## config.mk

```make
export PLATFORM = sky130hd
export DESIGN_NAME = spi_regbank
export DESIGN_NICKNAME = d
export VERILOG_FILES = /design/src/rtl/spi_regbank_pkg.sv /design/src/rtl/spi_evt_counter.sv /design/src/rtl/spi_regbank.sv
export SDC_FILE = /design/constraint.sdc
export NUM_CORES = 1
export LEC_CHECK = 0
export ABC_AREA = 1
export CORE_ASPECT_RATIO = 1.4
export CORE_MARGIN = 2
export CORE_UTILIZATION = 56
export DETAILED_ROUTE_END_ITERATION = 10
export MAX_ROUTING_LAYER = met4
export PLACE_DENSITY = 0.85
export SETUP_SLACK_MARGIN = 0.05
export SYNTH_ARGS = -nofsm -noshare
export SYNTH_HDL_FRONTEND = slang
export SYNTH_HIERARCHICAL = 1
export SYNTH_SLANG_ARGS = --single-unit
```

## constraint.sdc

```tcl
create_clock -name clk -period 2.7 [get_ports clk]
set_input_delay 0.675 -clock clk [delete_from_list [all_inputs] [get_ports clk]]
set_output_delay 0.675 -clock clk [all_outputs]
set_load 0.01 [all_outputs]
```

## src/rtl/spi_regbank_pkg.sv

```systemverilog
// Shared constants for the SPI-facing register bank:
// register map, fast command codes and status byte layout.
package spi_regbank_pkg;

  localparam int unsigned ADDR_CTRL     = 0;
  localparam int unsigned ADDR_IRQ_MASK = 1;
  localparam int unsigned ADDR_IRQ_STAT = 2;
  localparam int unsigned ADDR_SCRATCH  = 3;
  localparam int unsigned ADDR_EVT_CNT  = 4;
  localparam int unsigned ADDR_ID       = 5;
  localparam int unsigned ADDR_GP0      = 6;
  localparam int unsigned ADDR_GP1      = 7;

  localparam logic [5:0] FC_SOFT_RST = 6'h01;
  localparam logic [5:0] FC_IRQ_CLR  = 6'h02;
  localparam logic [5:0] FC_SNAP     = 6'h03;
  localparam logic [5:0] FC_CNT_CLR  = 6'h04;

  localparam int unsigned STAT_IRQ_BIT = 7;
  localparam int unsigned STAT_SAT_BIT = 4;
  localparam int unsigned STAT_EVT_LSB = 0;
  localparam int unsigned STAT_EVT_MSB = 3;

endpackage

```

## src/rtl/spi_evt_counter.sv

```systemverilog
// Saturating 8-bit event counter with a snapshot register.
// Snapshot captures the pre-increment value.
module spi_evt_counter (
  input  logic       clk,
  input  logic       nrst,
  input  logic       evt_i,
  input  logic       snap_i,
  input  logic       clr_i,
  input  logic       srst_i,
  output logic [7:0] snap_o,
  output logic       sat_o
);

  logic [7:0] cnt_q, cnt_d;
  logic [7:0] snap_q, snap_d;

  always_comb begin
    cnt_d  = cnt_q;
    snap_d = snap_q;
    if (srst_i) begin
      cnt_d  = '0;
      snap_d = '0;
    end else begin
      if (snap_i)
        snap_d = cnt_q;
      if (clr_i)
        cnt_d = '0;
      else if (evt_i && cnt_q != 8'hFF)
        cnt_d = cnt_q + 8'd1;
    end
  end

  always_ff @(posedge clk or negedge nrst) begin
    if (!nrst) begin
      cnt_q  <= '0;
      snap_q <= '0;
    end else begin
      cnt_q  <= cnt_d;
      snap_q <= snap_d;
    end
  end

  assign snap_o = snap_q;
  assign sat_o  = (cnt_q == 8'hFF);

endmodule

```

## src/rtl/spi_regbank.sv

```systemverilog
// Register bank behind an SPI slave: RW/W1C/RO registers,
// fast commands, event-driven interrupt status and counter.
module spi_regbank #(
  parameter int          ADDR_W = 3,
  parameter int          REG_W  = 8,
  parameter logic [7:0]  ID_VAL = 8'hA5
) (
  input  logic              clk,
  input  logic              nrst,
  input  logic [ADDR_W-1:0] reg_addr,
  input  logic [REG_W-1:0]  reg_wdata,
  input  logic              reg_wr_vld,
  output logic [REG_W-1:0]  reg_rdata,
  output logic [7:0]        status,
  input  logic [5:0]        fastcmd,
  input  logic              fastcmd_vld,
  input  logic [3:0]        events,
  output logic [REG_W-1:0]  ctrl,
  output logic [REG_W-1:0]  gp0,
  output logic [REG_W-1:0]  gp1,
  output logic              irq
);

  import spi_regbank_pkg::*;

  logic [REG_W-1:0] ctrl_q, ctrl_d;
  logic [3:0]       mask_q, mask_d;
  logic [3:0]       stat_q, stat_d;
  logic [REG_W-1:0] scratch_q, scratch_d;
  logic [REG_W-1:0] gp0_q, gp0_d;
  logic [REG_W-1:0] gp1_q, gp1_d;
  logic [REG_W-1:0] rdata_q, rdata_d;
  logic [7:0]       status_q, status_d;
  logic             irq_q, irq_d;

  logic       fc_srst, fc_iclr, fc_snap, fc_cclr;
  logic [3:0] clr_mask;
  logic [7:0] evt_snap;
  logic       sat;

  assign fc_srst = fastcmd_vld && (fastcmd == FC_SOFT_RST);
  assign fc_iclr = fastcmd_vld && (fastcmd == FC_IRQ_CLR);
  assign fc_snap = fastcmd_vld && (fastcmd == FC_SNAP);
  assign fc_cclr = fastcmd_vld && (fastcmd == FC_CNT_CLR);

  function automatic logic hit(input logic [ADDR_W-1:0] a,
                               input int unsigned       r);
    return a == ADDR_W'(r);
  endfunction

  spi_evt_counter u_cnt (
    .clk    (clk),
    .nrst   (nrst),
    .evt_i  (events[0]),
    .snap_i (fc_snap),
    .clr_i  (fc_cclr),
    .srst_i (fc_srst),
    .snap_o (evt_snap),
    .sat_o  (sat)
  );

  always_comb begin
    ctrl_d    = ctrl_q;
    mask_d    = mask_q;
    scratch_d = scratch_q;
    gp0_d     = gp0_q;
    gp1_d     = gp1_q;
    stat_d    = stat_q;
    clr_mask  = '0;
    if (reg_wr_vld) begin
      if (hit(reg_addr, ADDR_CTRL))     ctrl_d    = reg_wdata;
      if (hit(reg_addr, ADDR_IRQ_MASK)) mask_d    = reg_wdata[3:0];
      if (hit(reg_addr, ADDR_SCRATCH))  scratch_d = reg_wdata;
      if (hit(reg_addr, ADDR_GP0))      gp0_d     = reg_wdata;
      if (hit(reg_addr, ADDR_GP1))      gp1_d     = reg_wdata;
      if (hit(reg_addr, ADDR_IRQ_STAT)) clr_mask  = reg_wdata[3:0];
    end
    if (fc_iclr)
      clr_mask = 4'hF;
    // event sets override any same-cycle clear, bit by bit
    stat_d = (stat_q & ~clr_mask) | events;
    if (fc_srst) begin
      ctrl_d    = '0;
      mask_d    = '0;
      scratch_d = '0;
      gp0_d     = '0;
      gp1_d     = '0;
      stat_d    = '0;
    end
  end

  always_comb begin
    rdata_d = '0;
    case (reg_addr)
      ADDR_W'(ADDR_CTRL):     rdata_d = ctrl_q;
      ADDR_W'(ADDR_IRQ_MASK): rdata_d = REG_W'(mask_q);
      ADDR_W'(ADDR_IRQ_STAT): rdata_d = REG_W'(stat_q);
      ADDR_W'(ADDR_SCRATCH):  rdata_d = scratch_q;
      ADDR_W'(ADDR_EVT_CNT):  rdata_d = REG_W'(evt_snap);
      ADDR_W'(ADDR_ID):       rdata_d = REG_W'(ID_VAL);
      ADDR_W'(ADDR_GP0):      rdata_d = gp0_q;
      ADDR_W'(ADDR_GP1):      rdata_d = gp1_q;
      default:                rdata_d = '0;
    endcase
  end

  // status carries the same irq value that irq_q takes this edge
  always_comb begin
    irq_d    = |(stat_q & mask_q);
    status_d = '0;
    status_d[STAT_IRQ_BIT] = irq_d;
    status_d[STAT_SAT_BIT] = sat;
    status_d[STAT_EVT_MSB:STAT_EVT_LSB] = stat_q;
  end

  always_ff @(posedge clk or negedge nrst) begin
    if (!nrst) begin
      ctrl_q    <= '0;
      mask_q    <= '0;
      stat_q    <= '0;
      scratch_q <= '0;
      gp0_q     <= '0;
      gp1_q     <= '0;
      rdata_q   <= '0;
      status_q  <= '0;
      irq_q     <= 1'b0;
    end else begin
      ctrl_q    <= ctrl_d;
      mask_q    <= mask_d;
      stat_q    <= stat_d;
      scratch_q <= scratch_d;
      gp0_q     <= gp0_d;
      gp1_q     <= gp1_d;
      rdata_q   <= rdata_d;
      status_q  <= status_d;
      irq_q     <= irq_d;
    end
  end

  assign reg_rdata = rdata_q;
  assign status    = status_q;
  assign irq       = irq_q;
  assign ctrl      = ctrl_q;
  assign gp0       = gp0_q;
  assign gp1       = gp1_q;

endmodule

```

==> impl_metrics.py <==
metrics = {
    "global_routing": {
        "antenna_found_initial": 0,
        "grt_usage_pct": 28.4,
        "grt_max_degree": 73,
        "grt_overflow": 0,
        "grt_pass1_vias": 3153,
        "grt_pass1_wl_microns": 14800,
    },
    "route": {
        "drt-total-wl_microns": 8910,
        "drc": 0,
        "drt_iter0_markers": 336,
        "drt_first_pass_iters": 7,
        "via_per_inst": 5.65,
        "wire_per_inst_microns": 15.5,
        "vias": 3254,
        "antenna_left": 0,
    },
    "timing": {
        "hold-worst-slack_ns": 0.282,
        "rsz0062_at_grt": "false",
        "fin_crit_ns": 2.02,
        "relSlewSlack_pct": 57.1,
        "totalNegativeSetupSlack_ns": 0,
        "slew_violations": 0,
        "setup_viol": 0,
        "fin_crit_sh_pct": 74.9,
        "max_freq_ghz": 0.494,
        "worst_pin_slew_ns": 0.644,
        "final_hold_viol_count": 0,
        "skew_ns": 0.0111,
    },
    "placed_design": {
        "hpwl_microns": 6430,
        "routabilityCongestion": 0.923,
        "portBuffers": 63,
    },
    "pwr": {
        "p_int_uw": 2050,
        "p_clk_share_pct": 27.0,
        "powerDensity_nw_per_um2": 699,
        "seqPwrFrac_pct": 47.3,
        "ir_drop_v": 0.000725,
        "swShare_pct": 32.7,
        "p_sw_uw": 995,
        "p_leak_uw": 0.00223,
        "power_frac_comb_pct": 25.7,
    },
    "worst_setup_path": {
        "reg2reg_depth": 8,
        "cp.required_ns": 2.92,
        "cp_max_fo": 8,
        "end_kind": "flop",
        "crit_type": "input pin to flop",
        "cp_cell_sequence": "clkdlybuf4s50_1 -> nand2_1 -> nor2_1 -> nand4_1 -> inv_1 -> inv_1 -> nand2_1 -> o22ai_1",
        "critPathMaxStageDelay_ns": 0.51,
        "slowest_stage": "clkdlybuf4s50_1",
        "arrival_ns": 2.25,
        "start_kind": "input pin",
    },
    "synthesis": {
        "synth-edff-count": 0,
        "synth.distinct_cells": 32,
        "synth.avg_cell_area_sq_um": 8.08,
        "ys_seq_elements": 70,
        "yosysMostFrequentCell": "nand2_1",
        "netlist_top_cells_count": "nand2_1 (102), nand3_1 (94), dfrtp_1 (70)",
        "syn_inst": 431,
        "ys_async_sr_fraction_pct": 100,
        "synthTopCellsByArea": "dfrtp_1 (50%), nand3_1 (14%), nand2_1 (11%)",
        "ys_warn_count": 6,
        "seq_area_frac_synth_pct": 50.3,
        "synth_top_cell_area_share_pct": 50.3,
        "synth.largest_area_cell": "dfrtp_1",
        "ys.flop_type": "dfrtp_1",
        "netlist_area_sq_um": 3480,
    },
    "clock_network": {
        "root_buffer": "clkbuf_8",
        "cts_resized": 0,
        "cts_made_buffers": 9,
        "htreeDepth": 3,
        "post_cts_buffers": 0,
        "cts_sinks": 70,
        "clock_path_buffers": 2,
        "path_clk_slew_ns": 0.08,
        "hold_buffers": 0,
        "cts_tree": "done",
        "clkLatencyLatePin_ns": 0.36,
    },
    "run_status": {
        "outcome": "finished, final reports clean",
    },
    "layout": {
        "drive_above_1_share_pct": 9.52,
        "area_delta_synth_final_pct": 25.2,
        "num-nets-final": 525,
        "num_antenna_cells": 0,
        "num-fill-cells": 493,
    },
    "floorplan": {
        "io_pins": 66,
        "num_rows": 34,
        "die_h_microns": 97.3,
        "core_area_sq_um": 6130,
        "start_util_pct": 56.8,
        "die_x_microns": 70.6,
        "die_area_sq_um": 6870,
    },
    "job": {
        "cap_viol_max_count": 0,
    },
    "hold_path": {
        "min_path_type": "input pin to asynchronous set/reset pin",
    },
}
[flip-flops by register name, indices dropped and copies added, names as in the netlist]
register / flops
reg_rdata: 8
gp0: 8
mask_q: 4
u_cnt/cnt_q: 8
u_cnt/snap_o: 8
ctrl: 8
gp1: 8
stat_q: 4
scratch_q: 8
status: 6
[per-layer routing]
| metal | vias to the layer above | share of wire, % | GRT usage, % | routed length [microns] |
|---|---|---|---|---|
| li1 | 1544 | - | - | - |
| met3 | 21 | 6.5 | 4.77 | 579 |
| met4 | 0 | 2.3 | 11.3 | 206 |
| met2 | 147 | 54 | 47.9 | 4790 |
| met1 | 1542 | 37 | 33.7 | 3340 |
| met5 | - | 0 | - | 0 |
[worst paths after layout]
check                                            from                     endpoint  slack (ns)
hold / removal                                   nrst          ctrl[5]$_DFFE_PN0P_        0.28
setup reg to reg           u_cnt/cnt_q[0]$_DFFE_PN0P_   u_cnt/cnt_q[4]$_DFFE_PN0P_        1.32
max in group asynchronous                        nrst  u_cnt/snap_o[7]$_DFFE_PN0P_        1.69
setup / recovery                          fastcmd_vld  u_cnt/snap_o[0]$_DFFE_PN0P_        0.68
hold reg to reg                   stat_q[3]$_DFF_PN0_          status[3]$_DFF_PN0_        0.43
min in group clk                  stat_q[3]$_DFF_PN0_          status[3]$_DFF_PN0_        0.43
[through the flow]
step / instance area (sq um) / total power, uW / setup WS [ns] / utilization [%] / std cells
2_1_floorplan: 3490 / 1830 / 0.798 / - / 432
3_3_place_gp: 4170 / 2190 / 0.408 / 68.1 / 560
3_5_place_dp: 4170 / 2220 / 0.358 / 68.1 / 560
4_1_cts: 4360 / 3040 / 0.682 / 71.2 / 576
5_1_grt: 4360 / 3200 / 0.565 / 71.2 / 576
6_report: 4360 / 3050 / 0.677 / 71.2 / 576
[power by group through the flow]
stage / Combinational [uW] / Sequential [uW] / Clock [uW]
after floorplan: 378 / 1450 / 0
after global placement: 748 / 1450 / 0
after detailed placement: 769 / 1450 / 0
after CTS: 783 / 1430 / 826
after global routing: 866 / 1470 / 869
final: 782 / 1440 / 823
[cell families after synthesis]
| family | Yosys count | synth area share [%] |
|---|---|---|
| and+or+nand+nor | 269 | 37.5 |
| DFF | 70 | 50.3 |
| buffers and inverters | 67 | 7.94 |
| AOI/OAI and AO/OA | 23 | 3.77 |
| adders and majority gates | 1 | 0.359 |
| other | 1 | 0.108 |
[layout by cell type, fill, tap and decap left out, drive strengths merged]
cell,instances
conb,2
nor4,1
nor3,6
clkbuf,10
dfrtp,70
clkinv,3
nand3,97
clkdlybuf4s50,62
clkinvlp,1
a21oi,9
and3,1
o21ai,6
o22ai,7
nor2,44
nand2,108
or2,1
nand4,11
buf,6
ha,1
bufinv,1
inv,56
o2111ai,1
[area by class of cell]
class / instances / area, sq um / share of cell area [%]
clock buffers: 10 / 128 / 2.93
clock inverters: 6 / 61.3 / 1.41
inverters: 55 / 209 / 4.79
multi-input cells: 295 / 1460 / 33.4
flip-flops and latches: 70 / 1750 / 40.2
well taps: 72 / 90.1 / 2.07
repair buffers: 68 / 663 / 15.2
[worst max-delay path, delay by kind of cell]
family	cells	cell delay, ns
AO/OA/AOI/OAI	1	0.12
buffers and inverters	3	0.90
AND/OR/NAND/NOR	4	0.55
(Power assumes the default switching activity.)
